[config.mk]
export PLATFORM = sky130hd
export DESIGN_NAME = sha256_round_ctrl
export DESIGN_NICKNAME = d
export VERILOG_FILES = /design/src/rtl/sha256_round_ctrl.sv
export SDC_FILE = /design/constraint.sdc
export NUM_CORES = 1
export LEC_CHECK = 0
export CAP_MARGIN = 20
export CORE_UTILIZATION = 40
export CTS_CLUSTER_SIZE = 40
export DETAILED_ROUTE_END_ITERATION = 12
export GPL_ROUTABILITY_DRIVEN = 0
export PLACE_DENSITY = 0.68
export SLEW_MARGIN = 20
export SYNTH_ARGS = -nofsm -noshare
export SYNTH_HDL_FRONTEND = slang
export SYNTH_SLANG_ARGS = --single-unit
export TNS_END_PERCENT = 50
[constraint.sdc]
create_clock -name clk -period 1.8 [get_ports clk]
set_input_delay 0.36 -clock clk [delete_from_list [all_inputs] [get_ports clk]]
set_output_delay 0.36 -clock clk [all_outputs]
set_load 0.01 [all_outputs]
[src/rtl/sha256_round_ctrl.sv]
// Load/step/accumulate sequencer for an iterative multi-round-per-cycle SHA-256 datapath.
// Define SHA256_ABORT_EN to add the abort input that cancels the message in progress.
module sha256_round_ctrl #(
    parameter int RPC   = 2,
    parameter int CNT_W = 16
) (
    input  logic             clk,
    input  logic             rst_n,
`ifdef SHA256_ABORT_EN
    input  logic             abort,
`endif
    input  logic             in_valid,
    output logic             in_ready,
    input  logic             in_first,
    input  logic             in_last,
    output logic             dp_load,
    output logic             dp_init_iv,
    output logic             dp_step,
    output logic [5:0]       dp_round,
    output logic             dp_accum,
    output logic             out_valid,
    input  logic             out_ready,
    output logic             busy,
    output logic             seq_err,
    output logic [CNT_W-1:0] blk_cnt
);

    localparam logic [5:0] ROUND_INC  = 6'(RPC);
    localparam logic [5:0] ROUND_LAST = 6'(64 - RPC);

    typedef enum logic [2:0] {
        IDLE,
        LOAD,
        RUN,
        ACCUM,
        DONE
    } state_t;

    state_t           state_q, state_nxt;
    logic             first_q, first_nxt;
    logic             last_q, last_nxt;
    logic             chain_open_q, chain_open_nxt;
    logic [CNT_W-1:0] blk_cnt_nxt;
    logic [5:0]       round_nxt;
    logic             abort_req;

    logic             in_ready_nxt;
    logic             dp_load_nxt;
    logic             dp_init_iv_nxt;
    logic             dp_step_nxt;
    logic             dp_accum_nxt;
    logic             out_valid_nxt;
    logic             busy_nxt;
    logic             seq_err_nxt;

    function automatic logic [CNT_W-1:0] sat_inc(input logic [CNT_W-1:0] v);
        return (&v) ? v : v + CNT_W'(1);
    endfunction

`ifdef SHA256_ABORT_EN
    assign abort_req = abort;
`else
    assign abort_req = 1'b0;
`endif

    always_comb begin
        state_nxt      = state_q;
        first_nxt      = first_q;
        last_nxt       = last_q;
        chain_open_nxt = chain_open_q;
        blk_cnt_nxt    = blk_cnt;
        round_nxt      = 6'd0;

        case (state_q)
            IDLE: begin
                if (in_valid && in_ready) begin
                    first_nxt = in_first;
                    last_nxt  = in_last;
                    state_nxt = LOAD;
                end
            end
            LOAD: begin
                state_nxt = RUN;
            end
            RUN: begin
                if (dp_round == ROUND_LAST) begin
                    state_nxt = ACCUM;
                end else begin
                    round_nxt = dp_round + ROUND_INC;
                end
            end
            ACCUM: begin
                // A first block, or a continuation arriving with no open chain, restarts the count.
                chain_open_nxt = 1'b1;
                blk_cnt_nxt    = (first_q || !chain_open_q) ? CNT_W'(1) : sat_inc(blk_cnt);
                state_nxt      = last_q ? DONE : IDLE;
            end
            DONE: begin
                if (out_ready) begin
                    chain_open_nxt = 1'b0;
                    state_nxt      = IDLE;
                end
            end
            default: begin
                state_nxt = IDLE;
            end
        endcase

        if (abort_req) begin
            state_nxt      = IDLE;
            chain_open_nxt = 1'b0;
            blk_cnt_nxt    = '0;
            round_nxt      = 6'd0;
        end

        // Strobes are decoded from the next state so every output leaves a flop.
        in_ready_nxt   = (state_nxt == IDLE);
        busy_nxt       = (state_nxt != IDLE);
        dp_load_nxt    = (state_nxt == LOAD);
        dp_init_iv_nxt = dp_load_nxt && (first_nxt || !chain_open_nxt);
        seq_err_nxt    = dp_load_nxt && !first_nxt && !chain_open_nxt;
        dp_step_nxt    = (state_nxt == RUN);
        dp_accum_nxt   = (state_nxt == ACCUM);
        out_valid_nxt  = (state_nxt == DONE);
    end

    always_ff @(posedge clk or negedge rst_n) begin
        if (!rst_n) begin
            state_q      <= IDLE;
            first_q      <= 1'b0;
            last_q       <= 1'b0;
            chain_open_q <= 1'b0;
            blk_cnt      <= '0;
            in_ready     <= 1'b1;
            busy         <= 1'b0;
            dp_load      <= 1'b0;
            dp_init_iv   <= 1'b0;
            seq_err      <= 1'b0;
            dp_step      <= 1'b0;
            dp_round     <= 6'd0;
            dp_accum     <= 1'b0;
            out_valid    <= 1'b0;
        end else begin
            state_q      <= state_nxt;
            first_q      <= first_nxt;
            last_q       <= last_nxt;
            chain_open_q <= chain_open_nxt;
            blk_cnt      <= blk_cnt_nxt;
            in_ready     <= in_ready_nxt;
            busy         <= busy_nxt;
            dp_load      <= dp_load_nxt;
            dp_init_iv   <= dp_init_iv_nxt;
            seq_err      <= seq_err_nxt;
            dp_step      <= dp_step_nxt;
            dp_round     <= round_nxt;
            dp_accum     <= dp_accum_nxt;
            out_valid    <= out_valid_nxt;
        end
    end

endmodule

# Word level (Yosys, flattened, before mapping)
# Index checks and enable logic that the tools add are counted.
# W data, S select, Z words.
[word_totals]
regBits = 36
input_bits = 6
out_inout_bits = 30
[op_classes]
n_addsub = 2
n_eq_ne = 10
muxes = 13
reduce_logical = 15
[ops]
columns = ["operator", "n"]
rows = [
  ["$mux W16", 2],
  ["$add A16 B1 Y16 const B", 1],
  ["$reduce_and A16 Y1", 1],
  ["$pmux W3 S5", 1],
  ["$eq A3 B2 Y1 const B", 4],
  ["$mux W3", 4],
  ["$mux W6", 2],
  ["$add A6 B2 Y6 const B", 1],
  ["$eq A3 B1 Y1 const B", 2],
  ["$eq A3 B3 Y1 const B", 2],
  ["$eq A6 B6 Y1 const B", 1],
  ["$logic_not A3 Y1", 2],
  ["$logic_and A1 B1 Y1", 4],
  ["$reduce_and A2 Y1", 2],
  ["$logic_not A1 Y1", 3],
  ["$mux W1", 3],
  ["$reduce_bool A3 Y1", 1],
  ["$logic_or A1 B1 Y1", 2],
  ["$ne A2 B2 Y1 const B", 1],
  ["$pmux W1 S2", 1],
]

# Longest topological paths before layout
[depth]
ltp_word = 6
depth_mapped = 7
depth_no_buf = 5

# Worst setup path after synthesis
# OpenSTA, ideal clock, no wires.
[synth_path]
path_type = "register to register"
start = "register blk_cnt[0]"
end = "register blk_cnt[10]"
t_arrival_ns = 1.846
slack_ns = -0.167
path_stages_with_launch = 8
n_path_buf = 2
period_less_slack_ns = 1.967
path_cell_list = "dfrtp_1 > ha_1 > nand4_2 > or3_1 > buf_2 > o211a_4 > buf_6 > a22o_1"
[synth_between]
elab_chain_cells = 3
elab_cells_between_ends = 6
[synth_rtl]
columns = ["element", "line", "source"]
rows = [
  ["from (decl)", "25", "output logic [CNT_W-1:0] blk_cnt"],
  ["from (signal assigned)", "148", "blk_cnt <= blk_cnt_nxt;"],
  ["$add A16 B1 Y16 / $reduce_and A16 Y1 (equally long branches)", "57", "return (&v) ? v : v + CNT_W'(1);"],
  ["$mux W16 / $ne A2 B2 Y1 (equally long branches)", "-", ""],
  ["$mux W16 / $reduce_and A2 Y1 (equally long branches)", "-", ""],
]
# Parallel ways exist; a longest one is shown, timed or not. The select of a mux whose other input is x is not followed.
# A chain may end at the register's enable or synchronous reset.

# Worst setup path in the final report
[layout_path]
start = "register blk_cnt[2]"
end = "output port blk_cnt[2]"
# No word-level cell between the ends.

==> flow_summary.toml <==
[placement]
place_hpwl_um = 2860
pre_cts_ws_ns = 0.0279
place_inst = 268
place_area_mm2 = 0.00226
port_buffers = 34

[global_route]
grt_pass1_wl_um = 6810
grt_antenna_before_repair = 0
grt_start_max_net_pins = 36
overflow = 0
grt_pass1_vias = 1569
grtUsageTotal_pct = 20.2

[clock_tree]
cts-root-buf = "clkbuf_8"
cts.sinks = 35
cts_buffers = 5
clockBufferDepth = 2
cts.clk_slew.worst_paths_ns = 0.07
post_cts_buffers = 0
clk_latency_ns = 0.29
htree_levels = 2
cts_tree = "built"

[die]
die_y_um = 67.7
io_pins = 36
start_util_pct = 42.5
dieArea_mm2 = 0.00458
fp-row-count = 23
die_w_um = 67.7
core_area_mm2 = 0.00406

[synth]
synth_xor_area_share_pct = 2.03
synth_top_family_by_area = "simple AND/OR/NAND/NOR gates"
ys_ff_latch = 35
syn_area_per_cell_um2 = 10.0
yosysUniqueCellTypes = 38
yosysTopAreaCellShare_pct = 49.3
synth_cells = 172
yosysSeqAreaShare_pct = 50.8
synthSimpleGateAreaFrac_pct = 21.5
ys_warn_count = 0
synth_area_leaders = "dfrtp_1, a22o_1, o221ai_1, nor3_1, o21ai_0"
synthAdderAreaFrac_pct = 1.45
synth.area.mux_share_pct = 1.74
synth_compound_area_share_pct = 17.8
syn_area_mm2 = 0.00173
syn_nets = 180
yosys.area.top_type = "dfrtp_1"

[cells_and_area]
nets = 233
area_growth_pct = 37.4
drive_gt1_share_pct = 15.9
diodes = 0
finalInstanceArea_mm2 = 0.00237
utilization_pct = 58.4
final_cell_count_no_fill = 276

[pwr]
p_sw_share_pct = 33.7
power.total_mw = 2.53
cellLeakagePower_nw = 1.01
power_frac_seq_pct = 42.3
powerDensity_mw_per_mm2 = 1070
pwr-share-comb_pct = 34.7
p_sw_mw = 0.852
p_int_mw = 1.67
vdd_ir_drop_max_v = 0.000713
clkPwrFrac_pct = 23.0

[setup_path]
r2r_slack_ns = 0.09
critPathKind = "flop to output port"
worstSetupPathDepth = 1
path_cells = "clkdlybuf4s50_1"
reg2reg_from = "blk_cnt[1]"
cp_num_buf_inv = 1
cp-endpoint = "blk_cnt[2]"
crit_family = "buffers and inverters"
crit_fanout = 7
crit_slowest_cell = "clkdlybuf4s50_1"
critPathLaunch = "blk_cnt[2]"
end_kind = "output port"
reg2reg_to = "blk_cnt[13]"
arrival_ns = 1.38
crit_path_start_kind = "flop"
required_ns = 1.44
slowest_delay_ns = 0.59
reg2reg_depth = 5

[route]
drt_iter0_drc = 80
wire_per_inst_um = 14.4
drtPass1Iterations = 4
dr_wl_met3_um = 166
ant_nets = 0
routed.top_layer = "met4"
vias = 1556
wl_um = 3990
drc_errors = 0
wl_met1_um = 1740
drt-vias-per-instance = 5.64
dr_wl_met2_um = 1990

[timing]
setup_viol = 0
rsz0062_at_grt = "no"
hold_violations = 0
fmax_mhz = 576
fin_crit_ns = 1.74
drv_slew = 0
clock_skew_ns = 0.00760
period_share_pct = 96.4
worst_slack_ns = 0.0640

[run_status]
status = "finished clean"

[run]
cap_violations = 0

[hold_path]
hold_path.class = "primary input to asynchronous set/reset pin"
## timing repair
action / in CTS / in global routing
hold buffers: 0 / 0
setup endpoints to repair: 0 / 14
resized for setup: 0 / 4
## layout by cell type, fill, tap and decap left out, types with 2 or more instances in the layout
master,netlist,final
a21oi_1,5,5
a22o_1,11,11
a32o_1,2,2
and3_1,3,3
buf_4,1,20
clkbuf_8,0,6
clkdlybuf4s50_1,0,34
dfrtp_1,34,33
inv_1,8,8
mux2i_1,3,3
nand2_1,12,12
nand2b_1,2,2
nand3_1,9,9
nand4_1,3,3
nor2_1,10,10
nor2b_1,2,2
nor3_1,10,10
nor4_1,7,7
o211ai_1,4,4
o21ai_0,10,9
o221ai_1,6,6
or3_1,4,3
xnor2_1,3,3
## layout make-up
class | count | area [um2]
well taps | 50 | 62.6
multi-input cells | 120 | 798
flip-flops and latches | 35 | 878
clock buffers | 7 | 86.3
inverters | 8 | 30.0
clock inverters | 1 | 5.00
repair buffers | 55 | 510
fillers | 355 | 1690
## flip-flops by register name (all words and copies together), names as in the netlist
signal,flops
blk_cnt,16
first_q,1
busy,1
dp_step,1
in_ready,1
dp_accum,1
dp_init_iv,1
state_q,3
dp_round,5
dp_load,1
out_valid,1
chain_open_q,1
last_q,1
seq_err,1
## logic make-up (layout without fill, tap and decap cells)
| group | after synthesis | after routing |
|---|---|---|
| buffers and inverters | 17 | 71 |
| DFF | 35 | 35 |
| other | 1 | 1 |
| adders and majority gates | 2 | 2 |
| AOI/OAI and AO/OA | 41 | 41 |
| and+or+nand+nor | 69 | 69 |
| xor gates and xnor gates | 4 | 4 |
| muxes | 3 | 3 |
## through the flow
step,TNS (ns),hold slack [ns]
6_report,0,0.434
5_1_grt,0,0.455
4_1_cts,0,0.446
3_5_place_dp,0,0.490
3_3_place_gp,0,0.471
2_1_floorplan,-1.22,0.0644
## synthesized netlist by cell type
cell type   n
and3_1      3
or3b_2      1
nand4b_1    1
clkbuf_1    5
nand2b_1    2
nor4_1      7
nand4_1     3
xnor2_1     3
or3_1       4
or4_1       1
nand4_2     1
o21ai_0    10
conb_1      1
nor3_1     10
a22o_1     11
a32o_1      2
and2b_1     1
o31ai_1     1
nand2_1    12
o211a_4     1
a21oi_1     5
a21o_1      1
and3b_1     1
buf_4       1
o221ai_1    6
nand3b_1    1
dfstp_2     1
nand3_1     9
mux2i_1     3
xor2_1      1
nor2_1     10
dfrtp_1    34
buf_2       2
ha_1        2
nor2b_1     2
inv_1       8
buf_6       1
o211ai_1    4
## per-layer routing
layer / vias up / track usage (%)
li1: 748 / -
met5: - / 0
met2: 37 / 35.9
met1: 762 / 22.7
met4: 0 / 9.84
met3: 9 / 4.22
## power by group through the flow
stage	clock network [mW]	registers [mW]	logic [mW]
after floorplan	0	1.11	0.428
after global placement	0	1.06	0.848
after detailed placement	0	1.07	0.865
after CTS	0.605	1.06	0.873
after global routing	0.624	1.09	0.978
final	0.581	1.07	0.876
## worst min-delay path by stage
stage / end / slack [ns] / startpoint / cells past startpoint
floorplan: blk_cnt[0] / 0.06 / rst_n / 0
global placement: dp_round[1] / 0.47 / dp_round[1] / 1
detailed placement: dp_round[1] / 0.49 / dp_round[1] / 1
CTS: blk_cnt[7] / 0.45 / rst_n / 2
global route: blk_cnt[6] / 0.45 / rst_n / 2
finish: blk_cnt[7] / 0.43 / rst_n / 2
(Power assumes the default switching activity.)
